--- src/rtl/pipeline_run_ctrl.sv ---
// Run/halt/single-step issue controller for the five-stage pipeline: adds fetch stall and
// decode flush on top of the hazard unit, drains before reporting halted, one PC breakpoint.
module pipeline_run_ctrl #(
   parameter int unsigned DRAIN_CYCLES = 4,
   parameter int unsigned XLEN         = 32
) (
   input  logic            clk,
   input  logic            rst,
   input  logic            run_req,
   input  logic            step_req,
   input  logic            halt_req,
   input  logic            bp_en,
   input  logic [XLEN-1:0] bp_addr,
   input  logic [XLEN-1:0] pc_f,
   input  logic            retire_valid,
   output logic            stall_f,
   output logic            flush_d,
   output logic            running,
   output logic            halted,
   output logic            bp_hit,
   output logic [XLEN-1:0] retired,
   output logic [2:0]      state
);

   typedef enum logic [2:0] {
      S_IDLE  = 3'd0,
      S_RUN   = 3'd1,
      S_STEP  = 3'd2,
      S_DRAIN = 3'd3,
      S_HALT  = 3'd4
   } state_t;

   localparam int unsigned CW = (DRAIN_CYCLES < 1) ? 1 : $clog2(DRAIN_CYCLES + 1);
   localparam logic [CW-1:0] DRAIN_LOAD = CW'(DRAIN_CYCLES);

   state_t          r_state;
   state_t          w_state_nxt;
   logic [CW-1:0]   r_drain_cnt;
   logic            r_skip;
   logic            r_bp_hit;
   logic [XLEN-1:0] r_retired;
   logic            w_bp_match;
   logic            w_enter_issue;
   logic            w_enter_drain;

   // The skip flag lets a resume issue the instruction sitting at bp_addr.
   assign w_bp_match = (r_state == S_RUN) && bp_en && (pc_f == bp_addr) && !r_skip;

   always_comb begin
      w_state_nxt = r_state;
      case (r_state)
         S_IDLE, S_HALT: begin
            if (step_req)
               w_state_nxt = S_STEP;
            else if (run_req)
               w_state_nxt = S_RUN;
         end
         S_RUN: begin
            if (halt_req || w_bp_match)
               w_state_nxt = S_DRAIN;
         end
         S_STEP:  w_state_nxt = S_DRAIN;
         S_DRAIN: begin
            if (r_drain_cnt <= CW'(1))
               w_state_nxt = S_HALT;
         end
         default: w_state_nxt = S_IDLE;
      endcase
   end

   assign w_enter_issue = ((r_state == S_IDLE) || (r_state == S_HALT)) &&
                          ((w_state_nxt == S_RUN) || (w_state_nxt == S_STEP));
   assign w_enter_drain = (r_state != S_DRAIN) && (w_state_nxt == S_DRAIN);

   always_comb begin
      stall_f = 1'b1;
      flush_d = 1'b1;
      case (r_state)
         S_RUN: begin
            stall_f = w_bp_match;
            flush_d = w_bp_match;
         end
         S_STEP: begin
            stall_f = 1'b0;
            flush_d = 1'b0;
         end
         default: begin
            stall_f = 1'b1;
            flush_d = 1'b1;
         end
      endcase
   end

   always_ff @(posedge clk or posedge rst) begin
      if (rst) begin
         r_state     <= S_IDLE;
         r_drain_cnt <= DRAIN_LOAD;
         r_skip      <= 1'b0;
         r_bp_hit    <= 1'b0;
         r_retired   <= '0;
      end else begin
         r_state <= w_state_nxt;

         if (w_enter_drain)
            r_drain_cnt <= DRAIN_LOAD;
         else if ((r_state == S_DRAIN) && (r_drain_cnt != '0))
            r_drain_cnt <= r_drain_cnt - CW'(1);

         if (w_enter_issue)
            r_skip <= 1'b1;
         else if (r_state == S_RUN)
            r_skip <= 1'b0;

         if (w_enter_issue)
            r_bp_hit <= 1'b0;
         else if (w_bp_match)
            r_bp_hit <= 1'b1;

         if (retire_valid)
            r_retired <= r_retired + {{(XLEN-1){1'b0}}, 1'b1};
      end
   end

   assign running = (r_state == S_RUN);
   assign halted  = (r_state == S_IDLE) || (r_state == S_HALT);
   assign bp_hit  = r_bp_hit;
   assign retired = r_retired;
   assign state   = r_state;

endmodule

--- config.mk ---
export PLATFORM = sky130hd
export DESIGN_NAME = pipeline_run_ctrl
export DESIGN_NICKNAME = d
export VERILOG_FILES = /design/src/rtl/pipeline_run_ctrl.sv
export SDC_FILE = /design/constraint.sdc
export NUM_CORES = 1
export LEC_CHECK = 0
export BUFFER_PORTS_ARGS = -buffer_cell sky130_fd_sc_hd__buf_4
export CAP_MARGIN = 10
export CORE_MARGIN = 8
export CORE_UTILIZATION = 42
export CTS_CLUSTER_DIAMETER = 200
export DETAILED_ROUTE_END_ITERATION = 10
export GPL_ROUTABILITY_DRIVEN = 0
export HOLD_SLACK_MARGIN = 0.12
export PLACE_DENSITY = 0.74
export SLEW_MARGIN = 20
export SYNTH_ARGS = -nofsm -noshare
export SYNTH_HDL_FRONTEND = slang
export SYNTH_SLANG_ARGS = --single-unit
--- constraint.sdc ---
create_clock -name clk -period 1.7 [get_ports clk]
set_input_delay 0.17 -clock clk [delete_from_list [all_inputs] [get_ports clk]]
set_output_delay 0.17 -clock clk [all_outputs]
set_load 0.005 [all_outputs]
==> impl_metrics.json <==
{
  "synth_cells": 217,
  "setup.worst_path.class": "flop to flop",
  "postLayoutCellArea_um2": 3700,
  "start_util_pct": 43.7,
  "grt_max_degree": 17,
  "max_freq_mhz": 548,
  "num_rows": 26,
  "cp-end-kind": "flop",
  "crit_path_top_delay_cell": "or4_4",
  "first_pass_iters": 4,
  "finalSetupTns_ps": -560,
  "leakagePower_nw": 1.87,
  "die-area_um2": 7940,
  "critPathLaunchType": "flop",
  "ys_warn_count": 0,
  "hp-class": "input pin to flop",
  "cp_slowest_stage_delay_ps": 480,
  "rsz0062_at_grt": "true",
  "cts.sinks": 40,
  "cts_root_buf": "clkbuf_8",
  "finalPower_mw": 3.81,
  "layout-drive-gt1-share_pct": 48.8,
  "cts_tree": "yes",
  "clockBufferDepth": 2,
  "vias": 2207,
  "die_h_um": 89.1,
  "synthFlopType": "dfrtp_1",
  "p_int_mw": 2.56,
  "finalHoldViolCount": 0,
  "violations": "negative setup slack",
  "cap_violations": 0,
  "arrival_ps": 2010,
  "synth-seq-cells": 40,
  "power_density_nw_per_um2": 1030,
  "antenna_found_initial": 0,
  "worst_pin_slew_ps": 361,
  "cts.htree.levels": 2,
  "synth.top_cell.area_share_pct": 43.5,
  "async_flop_share_pct": 100,
  "num_antenna_cells": 0,
  "power_frac_comb_pct": 48.9,
  "finalMaxSlewViolations": 0,
  "clk_pin_slew_ps": 70,
  "drc": 0,
  "grt_pass1_vias": 2337,
  "synth_common_cells": "43 x xor2_1, 39 x dfrtp_1, 22 x xnor2_1, 17 x nand3_1, 17 x nor2_1",
  "period_share_pct": 107,
  "finish.utilization_pct": 72.0,
  "synth_nets": 291,
  "switching_power_mw": 1.25,
  "swShare_pct": 32.9,
  "synth_area_um2": 2250,
  "setup_ws_ps": -123,
  "slew_headroom_pct": 75.9,
  "crit_chain": "ha_4 > nand4_4 > or4_4 > nor3_4 > nand3_1 > xnor2_1",
  "areaGrowthSynthToFinish_pct": 64.8,
  "clk_latency_ps": 290,
  "clock_power_share_pct": 18.1,
  "ys_seq_area_share_pct": 44.6,
  "nets": 450,
  "via_per_inst": 4.94,
  "synth_cell_types": 36,
  "first_iter_violations": 80,
  "synth_edf_count": 0,
  "grtUsageTotal_pct": 16.6,
  "place_area_um2": 3350,
  "synth.area.top_cells": "dfrtp_1 43%, xor2_1 17%, xnor2_1 8.6%, nand3_1 3.8%, nor2_1 2.8%",
  "dieWidth_um": 89.1,
  "hpwl_um": 5190,
  "port_buffers": 110,
  "clock-skew-final_ps": 5.39,
  "max-vdd-ir-drop_mv": 0.484,
  "cp_data_required_time_ps": 1880,
  "ant_nets": 0,
  "coreArea_um2": 5140,
  "wl_um": 6790,
  "io_pins": 111,
  "path_max_fanout": 4,
  "finalSetupViolCount": 6,
  "pwr-share-seq_pct": 33.0,
  "grt_pass1_wl_um": 10300,
  "cts_made_buffers": 5,
  "synth_area_per_cell_um2": 10.3,
  "yosys.area.top_type": "dfrtp_1",
  "grt_overflow": 0,
  "fin_crit_ps": 1820,
  "drt-wirelength-per-cell_um": 15.2,
  "yosysMostFrequentCell": "xor2_1",
  "status": "finished with violations"
}
==> path summary, 6_finish.rpt <==
kind | start | to | slack (ps) | cells after the start
max | retired[0] | retired[30] | -120 | 6
min | retire_valid | retired[1] | 200 | 2
max reg2reg | retired[0] | retired[30] | -120 | 6
min reg2reg | retired[31] | retired[31] | 490 | 1
max in group asynchronous | rst | retired[14] | 710 | 4
min in group asynchronous | rst | r_drain_cnt[0] | 440 | 3
==> worst max-delay path, delay by kind of cell, from the launching register on <==
kind,cells,cell delay [ps]
adders and majority gates,1,160
and+or+nand+nor,4,1020
xor gates and xnor gates,1,130
DFF,1,400
==> cells in the final DEF, fill, tap and decap left out, types with 4 or more instances in the layout <==
cell / Yosys / routed
nand2b_1: 4 / 4
nand2_1: 13 / 13
buf_4: 1 / 150
xor2_1: 43 / 42
nand3_1: 17 / 13
xnor2_1: 22 / 21
nand4_1: 8 / 8
dfrtp_1: 39 / 39
inv_1: 8 / 8
nand3_2: 0 / 4
clkbuf_8: 0 / 7
nor4_1: 7 / 7
nor2_1: 17 / 15
==> metal layers <==
| layer | share of wire (%) | track usage [%] | vias up |
|---|---|---|---|
| li1 | - | - | 1055 |
| met1 | 36 | 17.3 | 1043 |
| met2 | 50 | 28.1 | 102 |
| met3 | 13 | 8.82 | 7 |
| met4 | 1.2 | 5.59 | 0 |
| met5 | 0 | 0 | - |
==> registers in the layout, summed over array words and instances, names as in the netlist <==
signal / count
bp_hit: 1
r_drain_cnt: 3
r_skip: 1
retired: 32
state: 3
==> kinds of logic after synthesis <==
family	count (synthesis)	share of synthesized area, %
flops	40	44.6
buf+inv	10	1.89
simple gates	85	21.3
compound gates	11	3.62
fa+ha+maj	3	1.67
mux	3	1.50
xor+xnor	65	25.3
==> area by class of cell <==
type	instances	area [um2]
fill	396	1440
multi-input combinational	167	1310
timing repair buffer	154	1170
sequential	40	1000
clock buffer	8	100
tap	70	87.6
inverter	8	30.0
==> power groups by stage <==
stage                     Clock [mW]  Sequential, mW  Combinational [mW]
after CTS                      0.708            1.23                1.71
final                          0.692            1.26                1.86
after floorplan                    0            1.30               0.749
after global routing           0.747            1.28                2.04
after global placement             0            1.24                1.54
after detailed placement           0            1.25                1.56
==> repair_timing <==
item,CTS,global route
hold endpoints to repair,10,0
setup buffers,7,9
hold buffers,3,0
pin swaps,2,10
endpoints found under the setup margin,7,21
gates resized for setup,3,17
==> metrics by stage <==
stage | worst slack [ps] | hold slack [ps] | instances
floorplan | -81.5 | 261 | 217
global placement | -25.8 | 182 | 421
detailed placement | -69.5 | 180 | 421
CTS | -95.1 | 181 | 439
global route | -197 | 205 | 447
finish | -123 | 197 | 447
(Power assumes the default switching activity.)
